### config.mk
export PLATFORM = sky130hd
export DESIGN_NAME = uart_rx_core
export DESIGN_NICKNAME = d
export VERILOG_FILES = /design/src/rtl/uart_rx_core.sv
export SDC_FILE = /design/constraint.sdc
export NUM_CORES = 1
export LEC_CHECK = 0
export BUFFER_PORTS_ARGS = -buffer_cell sky130_fd_sc_hd__clkbuf_2
export CORE_UTILIZATION = 35
export CTS_CLUSTER_DIAMETER = 150
export CTS_CLUSTER_SIZE = 40
export DETAILED_ROUTE_END_ITERATION = 10
export PLACE_DENSITY = 0.56
export SLEW_MARGIN = 20
export SYNTH_ARGS = -nofsm -noshare
export SYNTH_HDL_FRONTEND = slang
export SYNTH_SLANG_ARGS = --single-unit
export TNS_END_PERCENT = 100
### constraint.sdc
create_clock -name PCLK -period 2.8 [get_ports PCLK]
set_clock_uncertainty 0.1 [all_clocks]
set_input_delay 0.7 -clock PCLK [delete_from_list [all_inputs] [get_ports PCLK]]
set_output_delay 0.7 -clock PCLK [all_outputs]
set_load 0.01 [all_outputs]
### src/rtl/uart_rx_core.sv
// UART receiver core: 2-flop RX synchroniser, oversampled mid-bit sampling FSM,
// LSB-first reassembly with optional parity, and a one-entry valid/ready holding register.
module uart_rx_core #(
  parameter int DATA_BITS  = 8,
  parameter int OVERSAMPLE = 16,
  parameter int DIV_WIDTH  = 16
) (
  input  logic                 PCLK,
  input  logic                 PRESETn,
  input  logic [DIV_WIDTH-1:0] baud_div,
  input  logic                 parity_en,
  input  logic                 parity_odd,
  input  logic                 RX,
  output logic [DATA_BITS-1:0] rx_data,
  output logic                 rx_valid,
  input  logic                 rx_ready,
  output logic                 frame_err,
  output logic                 parity_err,
  output logic                 overrun,
  output logic                 busy
);

  localparam int SW = $clog2(OVERSAMPLE);
  localparam int BW = $clog2(DATA_BITS + 1);

  typedef enum logic [2:0] {
    IDLE, START, DATA, PARITY, STOP, BRK_WAIT
  } state_t;

  state_t               state_q, state_d;
  logic                 rx_m, rx_s;
  logic [DIV_WIDTH-1:0] div_q, div_cnt;
  logic [SW-1:0]        smp_cnt, smp_last;
  logic [BW-1:0]        bit_cnt;
  logic [DATA_BITS-1:0] shift_q;
  logic                 tick, sample;
  logic                 par_bad, frm_bad, done_q;

  assign tick     = (div_cnt == div_q);
  assign smp_last = (state_q == START) ? SW'(OVERSAMPLE/2 - 1) : SW'(OVERSAMPLE - 1);
  assign sample   = tick && (smp_cnt == smp_last);
  assign busy     = (state_q != IDLE);

  always_comb begin
    state_d = state_q;
    case (state_q)
      IDLE:     if (!rx_s) state_d = START;
      START:    if (sample) state_d = rx_s ? IDLE : DATA;
      DATA:     if (sample && bit_cnt == BW'(DATA_BITS - 1))
                  state_d = parity_en ? PARITY : STOP;
      PARITY:   if (sample) state_d = STOP;
      STOP:     if (sample) state_d = rx_s ? IDLE : BRK_WAIT;
      BRK_WAIT: if (rx_s) state_d = IDLE;
      default:  state_d = IDLE;
    endcase
  end

  always_ff @(posedge PCLK) begin
    if (!PRESETn) begin
      state_q    <= IDLE;
      rx_m       <= 1'b1;
      rx_s       <= 1'b1;
      div_q      <= '0;
      div_cnt    <= '0;
      smp_cnt    <= '0;
      bit_cnt    <= '0;
      shift_q    <= '0;
      par_bad    <= 1'b0;
      frm_bad    <= 1'b0;
      done_q     <= 1'b0;
      rx_data    <= '0;
      rx_valid   <= 1'b0;
      frame_err  <= 1'b0;
      parity_err <= 1'b0;
      overrun    <= 1'b0;
    end else begin
      rx_m    <= RX;
      rx_s    <= rx_m;
      state_q <= state_d;

      // Divider and sample counter are parked at zero in IDLE so a frame
      // always starts its timing from the synchronised falling edge.
      if (state_q == IDLE) begin
        div_q   <= baud_div;
        div_cnt <= '0;
        smp_cnt <= '0;
        bit_cnt <= '0;
      end else if (tick) begin
        div_cnt <= '0;
        smp_cnt <= sample ? '0 : smp_cnt + 1'b1;
      end else begin
        div_cnt <= div_cnt + 1'b1;
      end

      if (state_q == START && sample) par_bad <= 1'b0;
      if (state_q == DATA && sample) begin
        shift_q <= {rx_s, shift_q[DATA_BITS-1:1]};
        bit_cnt <= bit_cnt + 1'b1;
      end
      if (state_q == PARITY && sample) par_bad <= (rx_s != ((^shift_q) ^ parity_odd));
      if (state_q == STOP && sample) frm_bad <= !rx_s;

      done_q     <= (state_q == STOP) && sample;
      frame_err  <= done_q && frm_bad;
      parity_err <= done_q && par_bad;
      overrun    <= done_q && rx_valid && !rx_ready;

      // A completion may refill the register in the same cycle it is drained.
      if (done_q && (!rx_valid || rx_ready)) begin
        rx_data  <= shift_q;
        rx_valid <= 1'b1;
      end else if (rx_valid && rx_ready) begin
        rx_valid <= 1'b0;
      end
    end
  end

endmodule
* Word-level counts from Yosys, hierarchy flattened
Index checks and enable logic that the tools add are counted.
Storage, ports and cells: bits in latches 0, logic and storage cells 79, bits in writable memories 0, memories 0, register bits after elaboration 68, input bits 22, memory bits (read-only) 0
Cells by class: reductions and logical operators 25, equality and inequality tests 15, mux-type cells 18, div/mod/pow operators 0, $add $sub $neg 3, shifts and indexed selects 0, bitwise logic cells 2, multipliers 0, order comparisons 0
Operators with widths (number):
- $mux 3 | 8
- $pmux 3 s6 | 1
- $add 16x1->16 const B | 1
- $eq 16x16->1 | 1
- $mux 4 | 4
- $logic_and 1x1->1 | 12
- $ne 2x2->1 const B | 6
- $add 4x1->4 const B | 2
- $reduce_xor 8->1 | 1
- $eq 3x2->1 const B | 2
- $eq 3x3->1 const B | 2
- $reduce_and 6->1 | 1
- $reduce_bool 2->1 | 3
- $eq 4x3->1 const B | 1
- $eq 4x4->1 | 1
- $mux 1 | 4
- $eq 3x1->1 const B | 1
- $logic_not 1->1 | 3
- $logic_not 3->1 | 1
- $reduce_bool 3->1 | 1
- $reduce_or 3->1 | 1
- $mux 2 | 1
- $reduce_or 2->1 | 1
- $logic_or 1x1->1 | 1
- other kinds (3) | 3

* Longest topological paths before layout
depth in word-level cells 7, depth in mapped cells 8, mapped depth without buffers 6

* Worst setup path after synthesis
No wires, ideal clock.
kind register to output, start point register state_q[0], end point output port busy, stages on the path, launching flop included 5, setup slack 827 ps, buffers on the path 2, arrival time 1173 ps, required time 2000 ps, cells stage by stage dfxtp_1 -> clkbuf_1 -> nor3_4 -> inv_2 -> clkbuf_1
On the way: longest elaborated chain between the ends 1
RTL lines:
- from (decl) | RTL line 30 | state_t state_q, state_d;
- from (signal assigned) | RTL line 79 | state_q <= state_d;
- $reduce_bool 3->1 | RTL line 42 | assign busy = (state_q != IDLE);
- to (decl) | RTL line 20 | output logic busy
Every way passes these cells.

* Worst setup path in the final report
start point register state_q[2], end point output port busy
The elaborated chain is that of the path after synthesis.

==> impl_metrics.yaml <==
status:
  status: "completed"
critical_path:
  cp_slowest_stage_delay_ps: 700
  setup.worst_path.end_class: "output port"
  slowest_stage: "dfxtp_1"
  r2r_cells: 6
  path_class: "reg2out"
  r2r_slack_ps: 600
  rr_endpoint: "bit_cnt[1]$_SDFFE_PN0P_"
  critical_path.top_delay_family: "flip-flops"
  startpoint_type: "flop"
  critPathBufInv: 2
  path_cells: "nor3_4 -> inv_2 -> clkbuf_2"
  r2r-start: "div_cnt[3]$_SDFF_PP0_"
  cp_data_arrival_time_ps: 1540
  required_ps: 2000
  cp_max_fo: 14
global_routing:
  grt_overflow_total: 0
  grt_max_degree: 23
  grt_pass1_vias: 2571
  grt.total_usage: 0.154
  antenna_found_initial: 0
  grt_pass1_wl_um: 11800
layout:
  area_growth_pct: 13.1
  diodes: 0
  post_route_cells_drive_above_1_share: 0.177
  nNetsFinal: 416
floorplanning:
  core_mm2: 0.00872
  boundaryPins: 35
  start_util: 0.362
  die_h_um: 97.0
  chipWidth_um: 97.0
  rows: 34
  dieArea_mm2: 0.00941
power_and_ir_drop:
  max-vdd-ir-drop_mv: 0.261
  leakagePower_uw: 0.00145
  total_power_uw: 1880
  power_density_mw_per_mm2: 527
sta:
  finalCritPeriodShare: 0.834
  hold_viol_final: 0
  setup_tns_ps: 0
  setup_viol_count_final: 0
  tightest_slew_ps: 642
  relSlewSlack: 0.572
  rsz0062_at_grt: "no"
  period_needed_ps: 2340
  slew_violations: 0
  fmax_mhz: 428
drt:
  ant_nets: 0
  postRouteWirelength_um: 6690
  vias: 2550
  wl_per_cell_um: 13.3
  routed_via_density: 5.07
  firstDrtPassIters: 4
  remaining_drc_errors: 0
  drtIter0Drc: 40
placement:
  dp_hpwl_um: 4720
  portBuffers: 34
  place_congestion: 0.845
cts:
  cts_tree: "yes"
  insertion_delay_ps: 340
  cts_root_buf: "clkbuf_8"
  cts_hold_buffers: 0
  cts_buffer_depth: 2
  cts-htree-levels: 3
  cts_sinks: 68
  cts_buffers: 9
  postCtsResizedCells: 0
  path_clk_slew_ps: 70
  cts_setup_buffers: 0
worst_hold_path:
  hold_class: "reg2reg"
  hold_depth: 1
  hold_end: "rx_s$_SDFF_PN1_"
  min-delay-start: "rx_m$_SDFF_PN1_"
yosys:
  synthesis.area_mm2: 0.00316
  synth-async-reset-ratio: 0
  syn_inst: 359
  syn_area_per_cell_um2: 8.80
  ys_seq_area_frac: 0.431
  synth_ff_type: "dfxtp_1"
  ys_ff_latch: 68
  ys_warn_count: 0
  synth_nets: 384
  synth_edf_count: 0
  ys_types: 48
flow_run:
  maxCapViolations: 0
==> where the power goes <==
group	leakage (uW)	switching, uW	total (uW)	internal, uW
Combinational	0.000805	94.0	157	62.9
Clock	0.0000893	349	712	363
Sequential	0.000552	22.6	1010	991
Total	0.00145	466	1880	1420
==> cells by family after synthesis <==
kind of cell | count (synthesis) | share of synthesized area
AOI/OAI and AO/OA | 64 | 0.118
xor gates and xnor gates | 42 | 0.119
muxes | 9 | 0.0285
DFF | 68 | 0.431
buffers and inverters | 28 | 0.0455
adders and majority gates | 3 | 0.0119
and+or+nand+nor | 145 | 0.247
==> layer usage <==
layer | vias to the layer above | GRT usage | share of wire
li1 | 1308 | - | -
met1 | 1189 | 0.178 | 0.44
met2 | 43 | 0.270 | 0.51
met3 | 10 | 0.0426 | 0.039
met4 | 0 | 0.0586 | 0.013
met5 | - | 0 | 0
==> flip-flops by register name, indices dropped and copies added (netlist names), 3 cells and up <==
signal   flops
bit_cnt      4
div_cnt     16
div_q       16
rx_data      8
shift_q      8
smp_cnt      4
state_q      3
==> layout make-up <==
class	instances	area (um2)
clock buffer	13	159
fill	880	5150
timing repair buffer	41	223
tap	108	135
sequential	68	1360
clock inverter	2	10.0
inverter	8	30.0
multi-input combinational	263	1660
==> synthesized netlist by cell type (3+ instances only) <==
| library cell | n | area [um2] |
|---|---|---|
| dfxtp_1 | 68 | 1360 |
| nand2_1 | 46 | 173 |
| a21oi_1 | 33 | 165 |
| nor2_1 | 27 | 101 |
| xor2_1 | 23 | 201 |
| xnor2_1 | 18 | 158 |
| nand4_1 | 13 | 81.3 |
| clkbuf_1 | 11 | 41.3 |
| nand3_1 | 11 | 55.1 |
| o21ai_1 | 11 | 55.1 |
| mux2i_1 | 9 | 90.1 |
| and3_1 | 8 | 50.1 |
| nand2b_1 | 8 | 50.1 |
| inv_1 | 5 | 18.8 |
| nor3_1 | 5 | 25.0 |
| and4_1 | 4 | 35.0 |
| buf_2 | 4 | 20.0 |
| buf_6 | 4 | 45.0 |
| o21ai_0 | 4 | 20.0 |
| or3_1 | 4 | 25.0 |
| a31oi_1 | 3 | 18.8 |
| ha_1 | 3 | 37.5 |
| inv_2 | 3 | 11.3 |
| nor2b_1 | 3 | 18.8 |
==> worst max-delay path by stage <==
stage | startpoint | end | depth (start not counted)
floorplan | state_q[0]$_SDFFE_PN0P_ | busy | 4
global placement | div_cnt[6]$_SDFF_PP0_ | state_q[2]$_SDFFE_PN0P_ | 5
detailed placement | div_cnt[6]$_SDFF_PP0_ | state_q[2]$_SDFFE_PN0P_ | 5
CTS | state_q[2]$_SDFFE_PN0P_ | busy | 3
global route | state_q[2]$_SDFFE_PN0P_ | busy | 3
finish | state_q[2]$_SDFFE_PN0P_ | busy | 3
==> worst reg2reg max path: cells and delay by family, from the launching register on <==
kind,cells,cell delay [ps]
flops,1,360
xor+xnor,1,160
buf+inv,1,240
compound gates,1,160
simple gates,3,1110
==> metrics by stage <==
stage               utilization  std cells  setup WS [ps]  instance area, um2  hold slack [ps]
finish                    0.410        503            465                3570              314
global route              0.410        503            359                3570              336
CTS                       0.410        503            441                3570              317
detailed placement        0.390        488            587                3400              300
global placement          0.390        488            623                3400              302
floorplan                     -        359            827                3160              286
==> placed cells by master (no fill, tap or decap), types with 9 or more instances in the layout <==
cell,instances
mux2i_1,9
xnor2_1,18
clkbuf_8,11
clkbuf_2,34
nand3_1,11
xor2_1,23
nor2_1,27
o21ai_1,11
a21oi_1,33
dfxtp_1,68
nand2_1,46
nand4_1,13
(Power assumes the default switching activity.)
